**config.mk**
```make
export PLATFORM = sky130hd
export DESIGN_NAME = enc_in_ctrl_flat
export DESIGN_NICKNAME = d
export VERILOG_FILES = /design/src/rtl/enc_pkg.sv /design/src/rtl/enc_in_ctrl_if.sv /design/src/rtl/enc_in_fifo.sv /design/src/rtl/enc_in_ctrl.sv /design/src/flat_wrapper.sv
export SDC_FILE = /design/constraint.sdc
export NUM_CORES = 1
export LEC_CHECK = 0
export ABC_CLOCK_PERIOD_IN_PS = 1750
export CAP_MARGIN = 15
export CORE_UTILIZATION = 25
export DETAILED_ROUTE_END_ITERATION = 7
export DONT_BUFFER_PORTS = 1
export GPL_ROUTABILITY_DRIVEN = 0
export HOLD_SLACK_MARGIN = 0.06
export PLACE_DENSITY_LB_ADDON = 0.12
export SYNTH_ARGS = -nofsm -noshare
export SYNTH_HDL_FRONTEND = slang
export SYNTH_SLANG_ARGS = --single-unit
```
**constraint.sdc**
```tcl
create_clock -name clk -period 1.75 [get_ports clk]
set_clock_uncertainty 0.2 [all_clocks]
set_input_delay 0.525 -clock clk [delete_from_list [all_inputs] [get_ports clk]]
set_output_delay 0.525 -clock clk [all_outputs]
set_load 0.005 [all_outputs]
```
**src/rtl/enc_pkg.sv**
```systemverilog
// Shared definitions for the ADPCM encoder input sequencer.
package enc_pkg;

  // PCM sample width.
  localparam int unsigned PcmW = 8;

  // Default WAIT-state abort limit, in cycles.
  localparam int unsigned DefTimeout = 64;

  // Sequencer state encoding.
  typedef logic [2:0] enc_state_t;

  localparam enc_state_t StIdle  = 3'd0;
  localparam enc_state_t StSetup = 3'd1;
  localparam enc_state_t StLoad  = 3'd2;
  localparam enc_state_t StStart = 3'd3;
  localparam enc_state_t StWait  = 3'd4;

endpackage

```
**src/rtl/enc_in_ctrl_if.sv**
```systemverilog
// PCM sample stream (valid/ready) between the sample source and the sequencer.
interface enc_in_ctrl_if;
  import enc_pkg::*;

  logic            s_valid;
  logic [PcmW-1:0] s_data;
  logic            s_ready;

  modport master (output s_valid, output s_data, input s_ready);
  modport slave  (input s_valid, input s_data, output s_ready);

endinterface

```
**src/rtl/enc_in_fifo.sv**
```systemverilog
// DEPTH x PcmW sample FIFO with registered full/empty flags and a head view.
module enc_in_fifo
  import enc_pkg::*;
#(
  parameter int unsigned DEPTH = 4
) (
  input  logic            clk_i,
  input  logic            rst_ni,
  input  logic            push_i,
  input  logic [PcmW-1:0] data_i,
  input  logic            pop_i,
  output logic            full_o,
  output logic            empty_o,
  output logic [PcmW-1:0] head_o
);
  localparam int unsigned AW = (DEPTH > 1) ? $clog2(DEPTH) : 1;

  logic [PcmW-1:0] mem_q [DEPTH];
  logic [AW-1:0]   wptr_q, wptr_d, rptr_q, rptr_d;
  logic [AW:0]     cnt_q, cnt_d;
  logic            full_q, full_d, empty_q, empty_d;
  logic            do_push, do_pop;

  assign do_push = push_i & ~full_q;
  assign do_pop  = pop_i & ~empty_q;
  assign full_o  = full_q;
  assign empty_o = empty_q;
  assign head_o  = mem_q[rptr_q];

  // Pointer and occupancy next-state; pointers wrap since DEPTH is a power of 2.
  always_comb begin
    wptr_d = do_push ? wptr_q + AW'(1) : wptr_q;
    rptr_d = do_pop ? rptr_q + AW'(1) : rptr_q;
    cnt_d  = cnt_q;
    if (do_push && !do_pop) cnt_d = cnt_q + (AW + 1)'(1);
    if (!do_push && do_pop) cnt_d = cnt_q - (AW + 1)'(1);
    full_d  = (cnt_d == (AW + 1)'(DEPTH));
    empty_d = (cnt_d == '0);
  end

  // Storage array; contents need no reset because empty_q gates every read.
  always_ff @(posedge clk_i) begin
    if (do_push) mem_q[wptr_q] <= data_i;
  end

  // Pointer, count and flag state.
  always_ff @(posedge clk_i or negedge rst_ni) begin
    if (!rst_ni) begin
      wptr_q  <= '0;
      rptr_q  <= '0;
      cnt_q   <= '0;
      full_q  <= 1'b0;
      empty_q <= 1'b1;
    end else begin
      wptr_q  <= wptr_d;
      rptr_q  <= rptr_d;
      cnt_q   <= cnt_d;
      full_q  <= full_d;
      empty_q <= empty_d;
    end
  end

endmodule

```
**src/rtl/enc_in_ctrl.sv**
```systemverilog
// ADPCM encoder input sequencer: buffers PCM samples and, per sample, sets up
// the input register, strobes its load, starts the encoder and waits for done.
// Optional WAIT abort with sticky timeout_err is enabled by ENC_IN_TIMEOUT_EN.
module enc_in_ctrl
  import enc_pkg::*;
#(
  parameter int unsigned DEPTH   = 4,
  parameter int unsigned CNT_W   = 16,
  parameter int unsigned TIMEOUT = DefTimeout
) (
  input  logic             clk,
  input  logic             reset,
  enc_in_ctrl_if.slave     s_if,
  output logic [PcmW-1:0]  reg_data,
  output logic             reg_load,
  output logic             enc_start,
  input  logic             enc_done,
  output logic             busy,
  output logic [CNT_W-1:0] sample_cnt,
  input  logic             err_clr,
  output logic             timeout_err
);
  logic            fifo_full, fifo_empty, push, pop;
  logic [PcmW-1:0] fifo_head;
  logic            live_q;
  enc_state_t      state_q, state_d;
  logic [PcmW-1:0] data_q, data_d;
  logic            load_q, load_d, start_q, start_d, busy_q, busy_d;
  logic [CNT_W-1:0] cnt_q, cnt_d;
  logic            tmo_hit;

  // live_q keeps s_ready low while reset is asserted.
  assign s_if.s_ready = live_q & ~fifo_full;
  assign push         = s_if.s_valid & s_if.s_ready;

  enc_in_fifo #(
    .DEPTH (DEPTH)
  ) u_fifo (
    .clk_i   (clk),
    .rst_ni  (reset),
    .push_i  (push),
    .data_i  (s_if.s_data),
    .pop_i   (pop),
    .full_o  (fifo_full),
    .empty_o (fifo_empty),
    .head_o  (fifo_head)
  );

`ifdef ENC_IN_TIMEOUT_EN
  localparam int unsigned WaitW = (TIMEOUT > 1) ? $clog2(TIMEOUT) : 1;

  logic [WaitW-1:0] wait_q, wait_d;
  logic             err_q, err_d;

  assign tmo_hit     = (state_q == StWait) && !enc_done && (wait_q == WaitW'(TIMEOUT - 1));
  assign timeout_err = err_q;

  // WAIT cycle counter restarts on every WAIT entry; a new timeout beats err_clr.
  always_comb begin
    wait_d = (state_q == StWait) ? wait_q + WaitW'(1) : '0;
    err_d  = tmo_hit | (err_q & ~err_clr);
  end

  // Timeout counter and sticky error flag.
  always_ff @(posedge clk or negedge reset) begin
    if (!reset) begin
      wait_q <= '0;
      err_q  <= 1'b0;
    end else begin
      wait_q <= wait_d;
      err_q  <= err_d;
    end
  end
`else
  logic unused_cfg;

  assign tmo_hit     = 1'b0;
  assign timeout_err = 1'b0;
  assign unused_cfg  = err_clr | (TIMEOUT == 0);
`endif

  // Sequencer next-state; strobes are computed one state ahead so they come off flops.
  always_comb begin
    state_d = state_q;
    data_d  = data_q;
    load_d  = 1'b0;
    start_d = 1'b0;
    cnt_d   = cnt_q;
    pop     = 1'b0;
    case (state_q)
      StIdle: begin
        if (!fifo_empty) begin
          pop     = 1'b1;
          data_d  = fifo_head;
          state_d = StSetup;
        end
      end
      StSetup: begin
        load_d  = 1'b1;
        state_d = StLoad;
      end
      StLoad: begin
        start_d = 1'b1;
        state_d = StStart;
      end
      // enc_done is not looked at here, even if it coincides with enc_start.
      StStart: state_d = StWait;
      StWait: begin
        if (enc_done) begin
          cnt_d   = cnt_q + CNT_W'(1);
          state_d = StIdle;
        end else if (tmo_hit) begin
          state_d = StIdle;
        end
      end
      default: state_d = StIdle;
    endcase
    busy_d = (state_d != StIdle);
  end

  // Sequencer state and registered outputs.
  always_ff @(posedge clk or negedge reset) begin
    if (!reset) begin
      live_q  <= 1'b0;
      state_q <= StIdle;
      data_q  <= '0;
      load_q  <= 1'b0;
      start_q <= 1'b0;
      busy_q  <= 1'b0;
      cnt_q   <= '0;
    end else begin
      live_q  <= 1'b1;
      state_q <= state_d;
      data_q  <= data_d;
      load_q  <= load_d;
      start_q <= start_d;
      busy_q  <= busy_d;
      cnt_q   <= cnt_d;
    end
  end

  assign reg_data   = data_q;
  assign reg_load   = load_q;
  assign enc_start  = start_q;
  assign busy       = busy_q;
  assign sample_cnt = cnt_q;

endmodule
```
**src/flat_wrapper.sv**
```systemverilog
// flat-port wrapper written by rule: the top's interface ports become plain ports
module enc_in_ctrl_flat import enc_pkg::*;
#(
  parameter int unsigned DEPTH   = 4,
  parameter int unsigned CNT_W   = 16,
  parameter int unsigned TIMEOUT = DefTimeout
)
  (clk, reset, reg_data, reg_load, enc_start, enc_done, busy, sample_cnt, err_clr, timeout_err, s_if_s_valid, s_if_s_data, s_if_s_ready);
  enc_in_ctrl_if s_if_i ();
  input  logic clk;
  input  logic reset;
  output logic [PcmW-1:0] reg_data;
  output logic reg_load;
  output logic enc_start;
  input  logic enc_done;
  output logic busy;
  output logic [CNT_W-1:0] sample_cnt;
  input  logic err_clr;
  output logic timeout_err;
  input wire logic [$bits(s_if_i.s_valid)-1:0] s_if_s_valid;
  input wire logic [$bits(s_if_i.s_data)-1:0] s_if_s_data;
  output wire logic [$bits(s_if_i.s_ready)-1:0] s_if_s_ready;
  assign s_if_i.s_valid = s_if_s_valid;
  assign s_if_i.s_data = s_if_s_data;
  assign s_if_s_ready = s_if_i.s_ready;
  enc_in_ctrl #(.DEPTH(DEPTH), .CNT_W(CNT_W), .TIMEOUT(TIMEOUT)) u_core (.clk(clk), .reset(reset), .s_if(s_if_i), .reg_data(reg_data), .reg_load(reg_load), .enc_start(enc_start), .enc_done(enc_done), .busy(busy), .sample_cnt(sample_cnt), .err_clr(err_clr), .timeout_err(timeout_err));
endmodule
```
==> impl_table.tex <==
\begin{tabular}{lr}
\hline
Metric & Value \\
\hline
\multicolumn{2}{l}{\textbf{Power and ir drop}} \\
Power density of the placed cells & between 1500 and 2000 nW/um\^{}2 \\
Clock network fraction of design power & 27.0\% \\
Sw frac & a little under a third \\
Sequential group share of total power & between 40\% and 50\% \\
Maximum vdd drop & just under 0.8 mV \\
Cell internal pwr & $\sim$4 mW \\
Switching power & 1.79 mW \\
Proportion of power drawn by combinational gates & a little under a third \\
Leakage power & $\sim$1.5 nW \\
\multicolumn{2}{l}{\textbf{Global route}} \\
Antenna violations before repair & 0 \\
Global-route wire length before repair & slightly above 9 mm \\
Total gr overflow & 0 \\
Number of global-route vias before repair & between 1500 and 2000 \\
Largest net degree at the start of global routing & 41 \\
All-Layer GR Usage & around a tenth \\
\multicolumn{2}{l}{\textbf{Placed design}} \\
Total of buffers placed on input and output ports & 0 \\
HPWL Detailed & between 3 and 4 mm \\
\multicolumn{2}{l}{\textbf{Synthesis}} \\
Count of flip-flops with a built-in enable after synthesis & 32 \\
Post-synthesis cell type count & 40 \\
Prevailing post-synth register cell & sky130\_fd\_sc\_hd\_\_dfrtp\_1 \\
Mean cell area of the mapped netlist & between 10 and 15 sq um \\
Post-synthesis sequential element count & 72 \\
Post-synthesis net count & around 230 \\
Cell area after synthesis & between 2000 and 3000 sq um \\
Number of warnings reported in the yosys synthesis log & 0 \\
Synthesized instance count & between 200 and 250 \\
Proportion of synthesized flip-flops having asynchronous set or reset & between 50\% and 60\% \\
Register area share after synthesis & 66.3\% \\
\multicolumn{2}{l}{\textbf{Floorplanning}} \\
Std-Cell Rows & 39 \\
Placeable Area & approximately 11000 sq um \\
Initial core utilization & between 20\% and 30\% \\
Die outline area & about 12000 sq um \\
Total I/O pin count & 42 \\
Horizontal extent of the die & $\sim$110 um \\
Die boundary height & 111 um \\
\multicolumn{2}{l}{\textbf{STA}} \\
Final setup violation count & 2 \\
Crit path setup slack, layout & -0.0237 ns \\
RSZ-0062 raised after global routing & true \\
Final period util & 101\% \\
Accumulated negative setup slack & -0.0354 ns \\
Number of hold violations in the final report & 0 \\
Period minus WS final & around 1.8 ns \\
Max Fclk & around 560 MHz \\
Slew Viols, Final & 0 \\
\multicolumn{2}{l}{\textbf{Detailed routing}} \\
Drt drc & 0 \\
Vias & about 1700 \\
Number of antenna-violating nets in the routed design & 0 \\
Vias per inst & about 4.2 \\
Number of search-and-repair iterations in the first detailed-routing pass & 4 \\
Initial drt markers & 36 \\
Total wirelength of the detailed-routed design & roughly 5.5 mm \\
Average wire per cell in the routed design & between 10 and 15 um \\
\multicolumn{2}{l}{\textbf{Critical path}} \\
Worst Path Max Fanout & 4 \\
Capturing element type of the critical path & flop \\
Setup slack of the most critical reg-to-reg path & -0.02 ns \\
Series of cell instances along the critical path & nor4\_4, nor2\_1, a221oi\_2, a21boi\_2 \\
Worst EP arrival & about 1.8 ns \\
Slowest cell delay on critical path & between 0.4 and 0.5 ns \\
CP Data Required Time & approximately 1.8 ns \\
Slowest CP cell & sky130\_fd\_sc\_hd\_\_dfrtp\_2 \\
Kind of launch point of the worst setup path & flop \\
Classification of the worst setup path & flop to flop \\
\multicolumn{2}{l}{\textbf{Clock network}} \\
Number of clock sinks seen by CTS & 72 \\
Maximum root-to-sink buffer count & 2 \\
CTS tree & built \\
Clk\_lat worst skew & 0.32 ns \\
Maximum level of the CTS H-tree & 3 \\
CTS Root Cell & sky130\_fd\_sc\_hd\_\_clkbuf\_16 \\
CTS Buf Count & 9 \\
Clk pin slew, worst setup/hold paths & roughly 0.050 ns \\
\multicolumn{2}{l}{\textbf{Layout}} \\
Number of nets in the layout & between 200 and 300 \\
Layout Area Growth over Synthesis & 27.0\% \\
Fin util & roughly a third \\
Layout cell share with drive strength beyond 1 & between 30\% and 40\% \\
Number of diodes added for antenna fixing & 0 \\
Commonest cells after routing, fill and taps aside & 36 x sky130\_fd\_sc\_hd\_\_nand2\_1, 36 x sky130\_fd\_sc\_hd\_\_dfrtp\_1, 32 x sky130\_fd\_sc\_hd\_\_edfxtp\_1 \\
\multicolumn{2}{l}{\textbf{Hold path}} \\
Path category of the worst min-delay check & input pin to flop \\
\multicolumn{2}{l}{\textbf{Status}} \\
Violations in the final reports & negative setup slack \\
Outcome & complete, but fails checks \\
\multicolumn{2}{l}{\textbf{Flow run}} \\
Maxcap violations & 0 \\
\hline
\end{tabular}
==> power groups by stage <==
stage,sequential [mW],combinational [mW],clock (mW)
floorplan,2.41,1.12,0
global placement,2.51,1.64,0
detailed placement,2.51,1.64,0
CTS,2.48,1.71,1.66
global route,2.54,2.03,1.73
finish,2.48,1.81,1.59
==> state kept, by name, indices dropped and copies added (netlist names) <==
name and flops:
u_core.busy 1, u_core.enc_start 1, u_core.live_q 1, u_core.reg_data 8, u_core.reg_load 1, u_core.sample_cnt 16, u_core.state_q 3, u_core.u_fifo.cnt_q 3
u_core.u_fifo.empty_o 1, u_core.u_fifo.full_o 1, u_core.u_fifo.mem_q 32, u_core.u_fifo.rptr_q 2, u_core.u_fifo.wptr_q 2
==> per-layer routing <==
metal / track usage (%) / up-vias / wire (um)
met5: 0 / - / 0
met4: 4.09 / 0 / 93
met3: 5.14 / 7 / 411
met2: 15.7 / 42 / 2620
met1: 11.7 / 800 / 2420
li1: - / 816 / -
==> cell usage after synthesis, types with 2 or more instances <==
| master | number | area (sq um) |
|---|---|---|
| sky130_fd_sc_hd__xnor2_1 | 17 | 149 |
| sky130_fd_sc_hd__xor2_1 | 3 | 26.3 |
| sky130_fd_sc_hd__inv_1 | 7 | 26.3 |
| sky130_fd_sc_hd__edfxtp_1 | 32 | 961 |
| sky130_fd_sc_hd__or3_1 | 2 | 12.5 |
| sky130_fd_sc_hd__nor3_1 | 3 | 15.0 |
| sky130_fd_sc_hd__nand4_1 | 2 | 12.5 |
| sky130_fd_sc_hd__and3_1 | 3 | 18.8 |
| sky130_fd_sc_hd__nand3b_1 | 2 | 15.0 |
| sky130_fd_sc_hd__a21oi_1 | 2 | 10.0 |
| sky130_fd_sc_hd__conb_1 | 2 | 7.51 |
| sky130_fd_sc_hd__clkbuf_1 | 3 | 11.3 |
| sky130_fd_sc_hd__nand3_1 | 8 | 40.0 |
| sky130_fd_sc_hd__nand2_1 | 37 | 139 |
| sky130_fd_sc_hd__nor4_4 | 2 | 42.5 |
| sky130_fd_sc_hd__o21ai_0 | 3 | 15.0 |
| sky130_fd_sc_hd__nor2_1 | 4 | 15.0 |
| sky130_fd_sc_hd__buf_2 | 2 | 10.0 |
| sky130_fd_sc_hd__and2_1 | 5 | 31.3 |
| sky130_fd_sc_hd__dfrtp_1 | 39 | 976 |
| sky130_fd_sc_hd__ha_1 | 7 | 87.6 |
| sky130_fd_sc_hd__mux4_2 | 8 | 180 |
==> repair_timing <==
action | CTS | global route
hold buffers | 2 | 0
resized for setup | 4 | 20
hold endpoints to repair | 40 | 0
endpoints found under the setup margin | 8 | 49
pin swaps | 4 | 13
buffers inserted | 1 | 2
==> metrics by stage <==
step	total power, mW	instance area [sq um]	worst slack, ns	instances	hold WS, ns
final	5.89	3760	-0.0237	396	0.0933
after global routing	6.30	3760	-0.103	396	0.0719
after CTS	5.86	3660	-0.00576	394	0.0772
after detailed placement	4.15	3350	-0.0480	375	0.0305
after global placement	4.15	3350	-0.0373	375	0.0305
after floorplan	3.54	2990	-0.00309	211	0.0294
==> cells by family (layout without fill, tap and decap cells) <==
logic type	count (synthesis)	after routing	synth area share, %
other	2	2	0.253
buffers and inverters	14	56	1.98
flip-flops	72	72	66.3
AND/OR/NAND/NOR	77	77	14.0
AO/OA/AOI/OAI	11	11	2.58
adder cells (fa/ha/maj)	7	7	2.96
XOR/XNOR	20	20	5.91
multiplexers	8	8	6.08
==> area by class of cell <==
| cell class | instances | area, sq um |
|---|---|---|
| Sequential cell | 72 | 1970 |
| Multi-Input combinational cell | 125 | 1040 |
| Inverter | 7 | 26.3 |
| Fill cell | 1129 | 7700 |
| Timing Repair Buffer | 33 | 294 |
| Clock buffer | 14 | 244 |
| Clock inverter | 2 | 10.0 |
| Tap cell | 143 | 179 |
==> worst max-delay path, delay by kind of cell, from the launching register on <==
kind | cells | cell delay (ns)
compound gates | 2 | 0.54
simple gates | 2 | 0.53
flops | 1 | 0.44
==> worst paths after layout <==
path / end / from / cells past startpoint
worst min register to register: u_core.sample_cnt[15]$_DFFE_PN0P_ / u_core.sample_cnt[15]$_DFFE_PN0P_ / 1
worst min-delay path: u_core.u_fifo.mem_q[2][5]$_DFFE_PP_ / s_if_s_data[5] / 0
max in group asynchronous: u_core.u_fifo.empty_o$_DFF_PN1_ / reset / 2
min in group asynchronous: u_core.enc_start$_DFF_PN0_ / reset / 2
worst max-delay path: u_core.u_fifo.full_o$_DFF_PN0_ / u_core.state_q[1]$_DFF_PN0_ / 4
worst max register to register: u_core.u_fifo.full_o$_DFF_PN0_ / u_core.state_q[1]$_DFF_PN0_ / 4
Power figures use the tool's default switching activity.
